### config.mk
export PLATFORM = sky130hd
export DESIGN_NAME = fifo_drain_ctrl
export DESIGN_NICKNAME = d
export VERILOG_FILES = /design/src/rtl/fifo_drain_pkg.sv /design/src/rtl/fifo_drain_skid.sv /design/src/rtl/fifo_drain_ctrl.sv
export SDC_FILE = /design/constraint.sdc
export NUM_CORES = 1
export LEC_CHECK = 0
export CAP_MARGIN = 10
export CORE_MARGIN = 2
export CORE_UTILIZATION = 35
export CTS_CLUSTER_DIAMETER = 30
export DETAILED_ROUTE_END_ITERATION = 8
export DONT_BUFFER_PORTS = 1
export PLACE_DENSITY = 0.53
export SKIP_CTS_REPAIR_TIMING = 1
export SLEW_MARGIN = 25
export SYNTH_ARGS = -nofsm -noshare
export SYNTH_HDL_FRONTEND = slang
export SYNTH_SLANG_ARGS = --single-unit
### constraint.sdc
create_clock -name clk -period 4.1 [get_ports clk]
set_clock_uncertainty 0.05 [all_clocks]
set_input_delay 0.82 -clock clk [delete_from_list [all_inputs] [get_ports clk]]
set_output_delay 0.82 -clock clk [all_outputs]
set_load 0.03 [all_outputs]
### src/rtl/fifo_drain_pkg.sv
// rtl/fifo_drain_pkg.sv - shared types and constants for the FIFO drain controller
package fifo_drain_pkg;

  typedef enum logic {
    IDLE  = 1'b0,
    DRAIN = 1'b1
  } drain_state_e;

  localparam int DEF_DATA_WIDTH = 8;
  localparam int DEF_CNT_WIDTH  = 16;
  localparam int SKID_DEPTH     = 2;
  localparam int OCC_WIDTH      = $clog2(SKID_DEPTH + 1);

endpackage

### src/rtl/fifo_drain_skid.sv
// rtl/fifo_drain_skid.sv - 2-entry in-order skid queue absorbing the FIFO read latency
module fifo_drain_skid
  import fifo_drain_pkg::*;
#(
  parameter int DATA_WIDTH = DEF_DATA_WIDTH
) (
  input  logic                  clk,
  input  logic                  rst,
  input  logic                  push,
  input  logic [DATA_WIDTH-1:0] push_data,
  input  logic                  pop,
  output logic [DATA_WIDTH-1:0] head_data,
  output logic [OCC_WIDTH-1:0]  occ
);

  logic [DATA_WIDTH-1:0] r_head;
  logic [DATA_WIDTH-1:0] r_tail;
  logic [OCC_WIDTH-1:0]  r_occ;
  logic                  w_pop;

  assign w_pop     = pop && (r_occ != '0);
  assign head_data = r_head;
  assign occ       = r_occ;

  always_ff @(posedge clk) begin
    if (rst) begin
      r_head <= '0;
      r_tail <= '0;
      r_occ  <= '0;
    end else begin
      case ({push, w_pop})
        2'b10: begin
          if (r_occ == '0) r_head <= push_data;
          else             r_tail <= push_data;
          r_occ <= r_occ + OCC_WIDTH'(1);
        end
        2'b01: begin
          r_head <= r_tail;
          r_occ  <= r_occ - OCC_WIDTH'(1);
        end
        2'b11: begin
          // Occupancy unchanged; the new word lands behind whatever survives the pop
          if (r_occ == OCC_WIDTH'(1)) begin
            r_head <= push_data;
          end else begin
            r_head <= r_tail;
            r_tail <= push_data;
          end
        end
        default: ;
      endcase
    end
  end

endmodule

### src/rtl/fifo_drain_ctrl.sv
// rtl/fifo_drain_ctrl.sv - FIFO read-side drain controller with skid buffer, counter and sticky underflow
// Optional burst start (half-full or idle timeout) enabled by FIFO_DRAIN_BURST_EN.
module fifo_drain_ctrl
  import fifo_drain_pkg::*;
#(
  parameter int DATA_WIDTH = DEF_DATA_WIDTH,
  parameter int CNT_WIDTH  = DEF_CNT_WIDTH,
  parameter int TIMEOUT    = 32
) (
  input  logic                  clk,
  input  logic                  rst,
  output logic                  fifo_rd_enb,
  input  logic [DATA_WIDTH-1:0] fifo_rd_data,
  input  logic                  fifo_empty,
  input  logic                  fifo_half,
  input  logic                  fifo_underflow,
  output logic                  out_valid,
  output logic [DATA_WIDTH-1:0] out_data,
  input  logic                  out_ready,
  output logic [CNT_WIDTH-1:0]  drain_count,
  output logic                  err_underflow
);

  drain_state_e          r_state;
  logic                  r_inflight;
  logic [CNT_WIDTH-1:0]  r_count;
  logic                  r_err;
  logic [OCC_WIDTH-1:0]  w_occ;
  logic [DATA_WIDTH-1:0] w_head;
  logic                  w_pop;
  logic                  w_has_room;
  logic                  w_start;
  logic [2:0]            w_committed;

  fifo_drain_skid #(
    .DATA_WIDTH(DATA_WIDTH)
  ) u_skid (
    .clk      (clk),
    .rst      (rst),
    .push     (r_inflight),
    .push_data(fifo_rd_data),
    .pop      (w_pop),
    .head_data(w_head),
    .occ      (w_occ)
  );

  assign out_valid     = (w_occ != '0);
  assign out_data      = w_head;
  assign w_pop         = out_valid && out_ready;
  assign drain_count   = r_count;
  assign err_underflow = r_err;

  // Words held plus the one in flight must leave room once this cycle's pop is counted
  assign w_committed = {1'b0, w_occ} + {2'b00, r_inflight};
  assign w_has_room  = w_committed < (3'd2 + {2'b00, w_pop});
  assign fifo_rd_enb = !rst && (r_state == DRAIN) && !fifo_empty && w_has_room;

`ifdef FIFO_DRAIN_BURST_EN
  localparam int TW = $clog2(TIMEOUT);
  logic [TW-1:0] r_timer;

  assign w_start = fifo_half || (!fifo_empty && (r_timer == TW'(TIMEOUT - 1)));

  always_ff @(posedge clk) begin
    if (rst || fifo_empty || (r_state == DRAIN)) begin
      r_timer <= '0;
    end else if (r_timer != TW'(TIMEOUT - 1)) begin
      r_timer <= r_timer + TW'(1);
    end
  end
`else
  logic w_unused;
  assign w_unused = fifo_half ^ TIMEOUT[0];
  assign w_start  = !fifo_empty;
`endif

  always_ff @(posedge clk) begin
    if (rst) begin
      r_state    <= IDLE;
      r_inflight <= 1'b0;
      r_count    <= '0;
      r_err      <= 1'b0;
    end else begin
      r_inflight <= fifo_rd_enb;
      if (w_pop) r_count <= r_count + CNT_WIDTH'(1);
      if (fifo_underflow) r_err <= 1'b1;
      case (r_state)
        IDLE:    if (w_start) r_state <= DRAIN;
        DRAIN:   if (fifo_empty && !r_inflight) r_state <= IDLE;
        default: r_state <= IDLE;
      endcase
    end
  end

endmodule

---- Word level (Yosys, flattened, before mapping) ----
Cells that the tools add are included.
storage, ports and cells
  output and inout bits ................... 27
  bits in registers ....................... 37
operators by class
  add/sub/neg operators ................... 5
  reduce and logical (&&, ||, !) cells .... 16
  magnitude comparators ................... 1
  multiplexer cells ....................... 10
  equality and inequality tests ........... 7
  bitwise logic cells ..................... 1
operator list
  kind                                                                      number
  8-bit two-way mux                                                         4
  8-bit case mux with 3 select lines                                        1
  16-bit by 1-bit adder with 16-bit output (second input constant)          1
  8-bit case mux with 2 select lines                                        1
  1-bit logical AND                                                         6
  2-bit nonzero test                                                        3
  2-bit by 1-bit == test with 1-bit output (second input constant)          2
  2-bit == test (second input constant)                                     2
  2-bit inequality test (second input constant)                             2
  2-bit case mux with 2 select lines                                        1
  2-bit by 1-bit adder with 3-bit output                                    1
  2-bit by 1-bit adder with 3-bit output (first input constant)             1
  1-bit zero test                                                           3
  3-bit < comparator                                                        1
  3-bit AND reduction                                                       1
  3-bit nonzero test                                                        1
  2-bit by 1-bit adder with 2-bit output (second input constant)            1
  2-bit zero test                                                           1
  1-bit two-way mux                                                         2
  2-bit by 1-bit inequality test with 1-bit output (second input constant)  1
  1-bit case mux with 2 select lines                                        1
  2-bit AND reduction                                                       1
  2-bit by 1-bit subtractor with 2-bit output (second input constant)       1
  1-bit inverter                                                            1

---- Logic depth before layout (Yosys ltp) ----
  depth after elaboration ................. 6
  gate-level depth with buffers ........... 8

---- Hierarchy ----
A second synthesis with hierarchy kept.
unflattened totals
  cell total of the unflattened synthesis .. 187
  area total of the unflattened synthesis .. 1,751.7 µm²
modules (own cells, without submodules)
  module           times used  seq. area each (µm²)  cells an instance  area an instance (µm²)
  fifo_drain_ctrl  1           380.4                 97                 895.9
  fifo_drain_skid  1           360.3                 90                 855.8

---- Worst setup path after synthesis ----
OpenSTA, ideal clock, no wires.
  path type ............................... in2out
  from .................................... input rst
  to ...................................... output fifo_rd_enb
  cell stages on the path ................. 3
  buffers on the path ..................... 1
  data arrival time ....................... 2.017 ns
  data required time ...................... 3.230 ns
  path slack .............................. 1.213 ns
  cell sequence ........................... clkbuf_1 > or4b_1 > a21oi_1
on the way
  cells in the longest elaborated chain, start to end .. 4
ends and longest elaborated chain
  what                            line                   RTL
  start, declared                 fifo_drain_ctrl.sv:11  input logic rst,
  1-bit zero test                 fifo_drain_ctrl.sv:56  assign fifo_rd_enb = !rst && (r_state == DRAIN) && !fifo_empty && w_has_room;
  1-bit logical AND (3 in a row)  fifo_drain_ctrl.sv:56
  end, declared                   fifo_drain_ctrl.sv:12  output logic fifo_rd_enb,
Every way passes these cells.

---- Worst setup path after layout ----
  from .................................... register u_skid.r_occ[0] (netlist: u_skid.occ[0])
  to ...................................... output fifo_rd_enb
on the way
  cells in the longest elaborated chain, start to end .. 5
ends and longest elaborated chain
  what                                    line                   RTL
  start, declared                         fifo_drain_skid.sv:18  logic [OCC_WIDTH-1:0] r_occ;
  start signal, assigned                  fifo_drain_skid.sv:35  r_occ <= r_occ + OCC_WIDTH'(1);
  start signal, assigned                  fifo_drain_skid.sv:39  r_occ <= r_occ - OCC_WIDTH'(1);
  2-bit nonzero test                      fifo_drain_ctrl.sv:47  assign out_valid = (w_occ != '0);
  1-bit logical AND                       fifo_drain_ctrl.sv:49  assign w_pop = out_valid && out_ready;
  2-bit by 1-bit adder with 3-bit output  fifo_drain_ctrl.sv:55  assign w_has_room = w_committed < (3'd2 + {2'b00, w_pop});
  3-bit < comparator (*)                  fifo_drain_ctrl.sv:55
  1-bit logical AND (*)                   fifo_drain_ctrl.sv:56
Every way passes the cells marked *; elsewhere a longest branch is shown, timed or not.

==> run_results.csv <==
group,metric,value,unit
yosys,yosys.area.top_type,"dfxtp_1",
clocking,cts_buffers,5,
die,die_y,73.9,um
sta,rsz0062_at_grt,"no",
global_routing,grt_pass1_vias,1284,
placement,globalplace.congestion,0.753,
sta,timing.hold.ws,0.408,ns
drt,vias_per_cell,5.11,
die,start_util,0.362,
job,cap_violations,0,
global_routing,track_usage,0.139,
critical_path,worstSetupStartpointType,"flop",
clocking,cts_num_sinks,37,
layout,final_core_util,0.396,
sta,period_share,0.738,
pwr,p_leak,0.738,nW
sta,tns,0,ns
yosys,seq_area_frac_synth,0.433,
sta,hold_violations,0,
yosys,yosys-top-cells-area,"dfxtp_1 43%, ha_1 8.0%, nor2_1 7.2%",
critical_path,critPathCaptureType,"output port",
status,status,"completed",
clocking,htreeDepth,2,
clocking,clk_path_buf_depth,2,
sta,fmax,330,MHz
clocking,cts_root_buf,"clkbuf_8",
clocking,clkTransAtPathRegs,0.06,ns
die,ioPinCount,41,
layout,antennaDiodeCount,0,
sta,finalMaxSlewViolations,0,
yosys,synth_cell_types,35,
clocking,insertion_delay,0.28,ns
yosys,yosysTopAreaCellShare,0.433,
layout,drive_above_1_share,0.0579,
global_routing,overflow,0,
critical_path,worst_ep_arrival_time,2.16,ns
global_routing,grt_pass1_wl,5.82,mm
yosys,synth_cells,188,
placement,io_buffers,0,
placement,hpwl,2.61,mm
sta,setup_viol,0,
yosys,synth.avg_cell_area,9.10,sq um
global_routing,grt_max_degree,38,
die,rows,25,
critical_path,cp.required,3.23,ns
die,die_w,73.9,um
sta,tightestPinTransition,0.652,ns
layout,area_growth,9.21,%
pwr,vdd_drop_max,0.155,mV
drt,drcViolationCount,0,
yosys,syn_area,1710,sq um
yosys,ys_seq_elements,37,
critical_path,critPathKind,"reg -> out",
drt,drt_iter0_drc,21,
pwr,power.density,469,nW/um^2
drt,firstDrtPassIters,4,
drt,drt-total-wl,3.47,mm
global_routing,antenna_found_initial,0,
layout,fillCellCount,473,
layout,nNetsFinal,214,
die,coreArea,4720,sq um
yosys,yosys_warnings,0,
die,die_area,5470,sq um
sta,min_period,3.03,ns
drt,wl_per_cell,13.5,um
clocking,cts_tree,"yes",
sta,slew_headroom,0.567,
yosys,synthesis.nets,213,
critical_path,cp_max_fo,6,
hold_path,hold_class,"reg -> reg",
drt,ant_nets,0,
drt,vias,1313,
-- power by group --
group | internal, mW | switching, mW
Sequential | 0.390 | 0.0673
Combinational | 0.0599 | 0.0973
Clock | 0.136 | 0.126
Total | 0.586 | 0.291
-- cell usage in the layout (no fill, tap or decap) --
master | netlist | final
a211oi_1 | 2 | 2
a21boi_1 | 1 | 1
a21o_1 | 2 | 2
a21oi_1 | 9 | 9
a221oi_1 | 6 | 6
a311oi_1 | 2 | 2
and2_1 | 1 | 1
and4_1 | 1 | 1
and4b_1 | 2 | 2
clkbuf_8 | 0 | 6
clkinv_2 | 0 | 1
clkinv_4 | 0 | 1
dfxtp_1 | 37 | 37
ha_1 | 11 | 11
inv_1 | 7 | 7
inv_2 | 1 | 1
mux2i_1 | 9 | 9
nand2_1 | 9 | 9
nand2b_1 | 1 | 1
nand3_1 | 5 | 5
nand4_1 | 3 | 3
nand4_2 | 1 | 1
nand4b_1 | 1 | 1
nor2_1 | 33 | 33
nor2b_1 | 2 | 2
nor3_1 | 7 | 7
nor4_1 | 2 | 2
o21ai_0 | 2 | 2
o21ai_1 | 2 | 2
o221ai_2 | 1 | 1
o31ai_1 | 3 | 3
or3_1 | 3 | 3
or4_1 | 3 | 3
or4b_1 | 1 | 1
xnor2_1 | 4 | 4
xor2_1 | 8 | 8
-- stage by stage --
stage	setup WS [ns]	total power, mW	cell area [sq um]	instances
floorplan	1.21	0.597	1710	188
global placement	1.32	0.621	1770	249
detailed placement	1.31	0.624	1770	249
CTS	1.05	0.891	1870	257
global route	0.911	0.930	1870	257
finish	1.07	0.877	1870	257
-- kinds of logic after synthesis --
logic type               synth area share
AO/OA/AOI/OAI                       0.123
XOR/XNOR                           0.0614
adder cells (fa/ha/maj)            0.0804
buffers and inverters              0.0307
flip-flops                          0.433
multiplexers                       0.0526
AND/OR/NAND/NOR                     0.219
-- flip-flops by register name (all words and copies together), names as in the netlist --
| register | cells |
|---|---|
| u_skid.head_data | 8 |
| drain_count | 16 |
| u_skid.r_tail | 8 |
| u_skid.occ | 2 |
| err_underflow | 1 |
| r_state | 1 |
| r_inflight | 1 |
-- path summary, 6_finish.rpt --
check | startpoint | end | slack (ns) | cells past startpoint
setup / recovery | u_skid.occ[0] | fifo_rd_enb | 1.07 | 5
hold / removal | r_state | r_state | 0.41 | 2
setup reg to reg | u_skid.occ[0] | u_skid.head_data[6] | 1.68 | 8
hold reg to reg | r_state | r_state | 0.41 | 2
-- cell type report --
type | instances | area [sq um] | share of cell area
clock inverters | 2 | 13.8 | 0.00736
flip-flops and latches | 37 | 741 | 0.396
clock buffers | 6 | 82.6 | 0.0442
multi-input cells | 137 | 918 | 0.491
inverters | 8 | 30.0 | 0.0161
well taps | 67 | 83.8 | 0.0448
-- per-layer routing --
metal / up-vias / GRT usage / wire length (um)
met3: 5 / 0.0610 / 229
met5: - / 0 / 0
li1: 670 / - / -
met4: 0 / 0.0606 / 55
met1: 609 / 0.148 / 1400
met2: 29 / 0.238 / 1780
-- synth_stat cells (all sizes together) --
| library cell | count |
|---|---|
| dfxtp | 37 |
| nor2 | 33 |
| ha | 11 |
| a21oi | 9 |
| mux2i | 9 |
| nand2 | 9 |
| inv | 8 |
| xor2 | 8 |
| nor3 | 7 |
| a221oi | 6 |
| clkbuf | 5 |
| nand3 | 5 |
| nand4 | 4 |
| o21ai | 4 |
| xnor2 | 4 |
| o31ai | 3 |
| or3 | 3 |
| or4 | 3 |
| a211oi | 2 |
| a21o | 2 |
| a311oi | 2 |
| and4b | 2 |
| nor2b | 2 |
| nor4 | 2 |
| a21boi | 1 |
| and2 | 1 |
| and4 | 1 |
| buf | 1 |
| nand2b | 1 |
| nand4b | 1 |
| o221ai | 1 |
| or4b | 1 |
-- critical path, stage by stage, from the launching register on --
cell and delay, ns:
dfxtp_1 0.42, inv_1 0.10, ha_1 0.26, nor2b_1 0.41, nand2b_1 0.13, a21oi_1 0.56
Note: power is estimated with default switching activity, not from simulation.
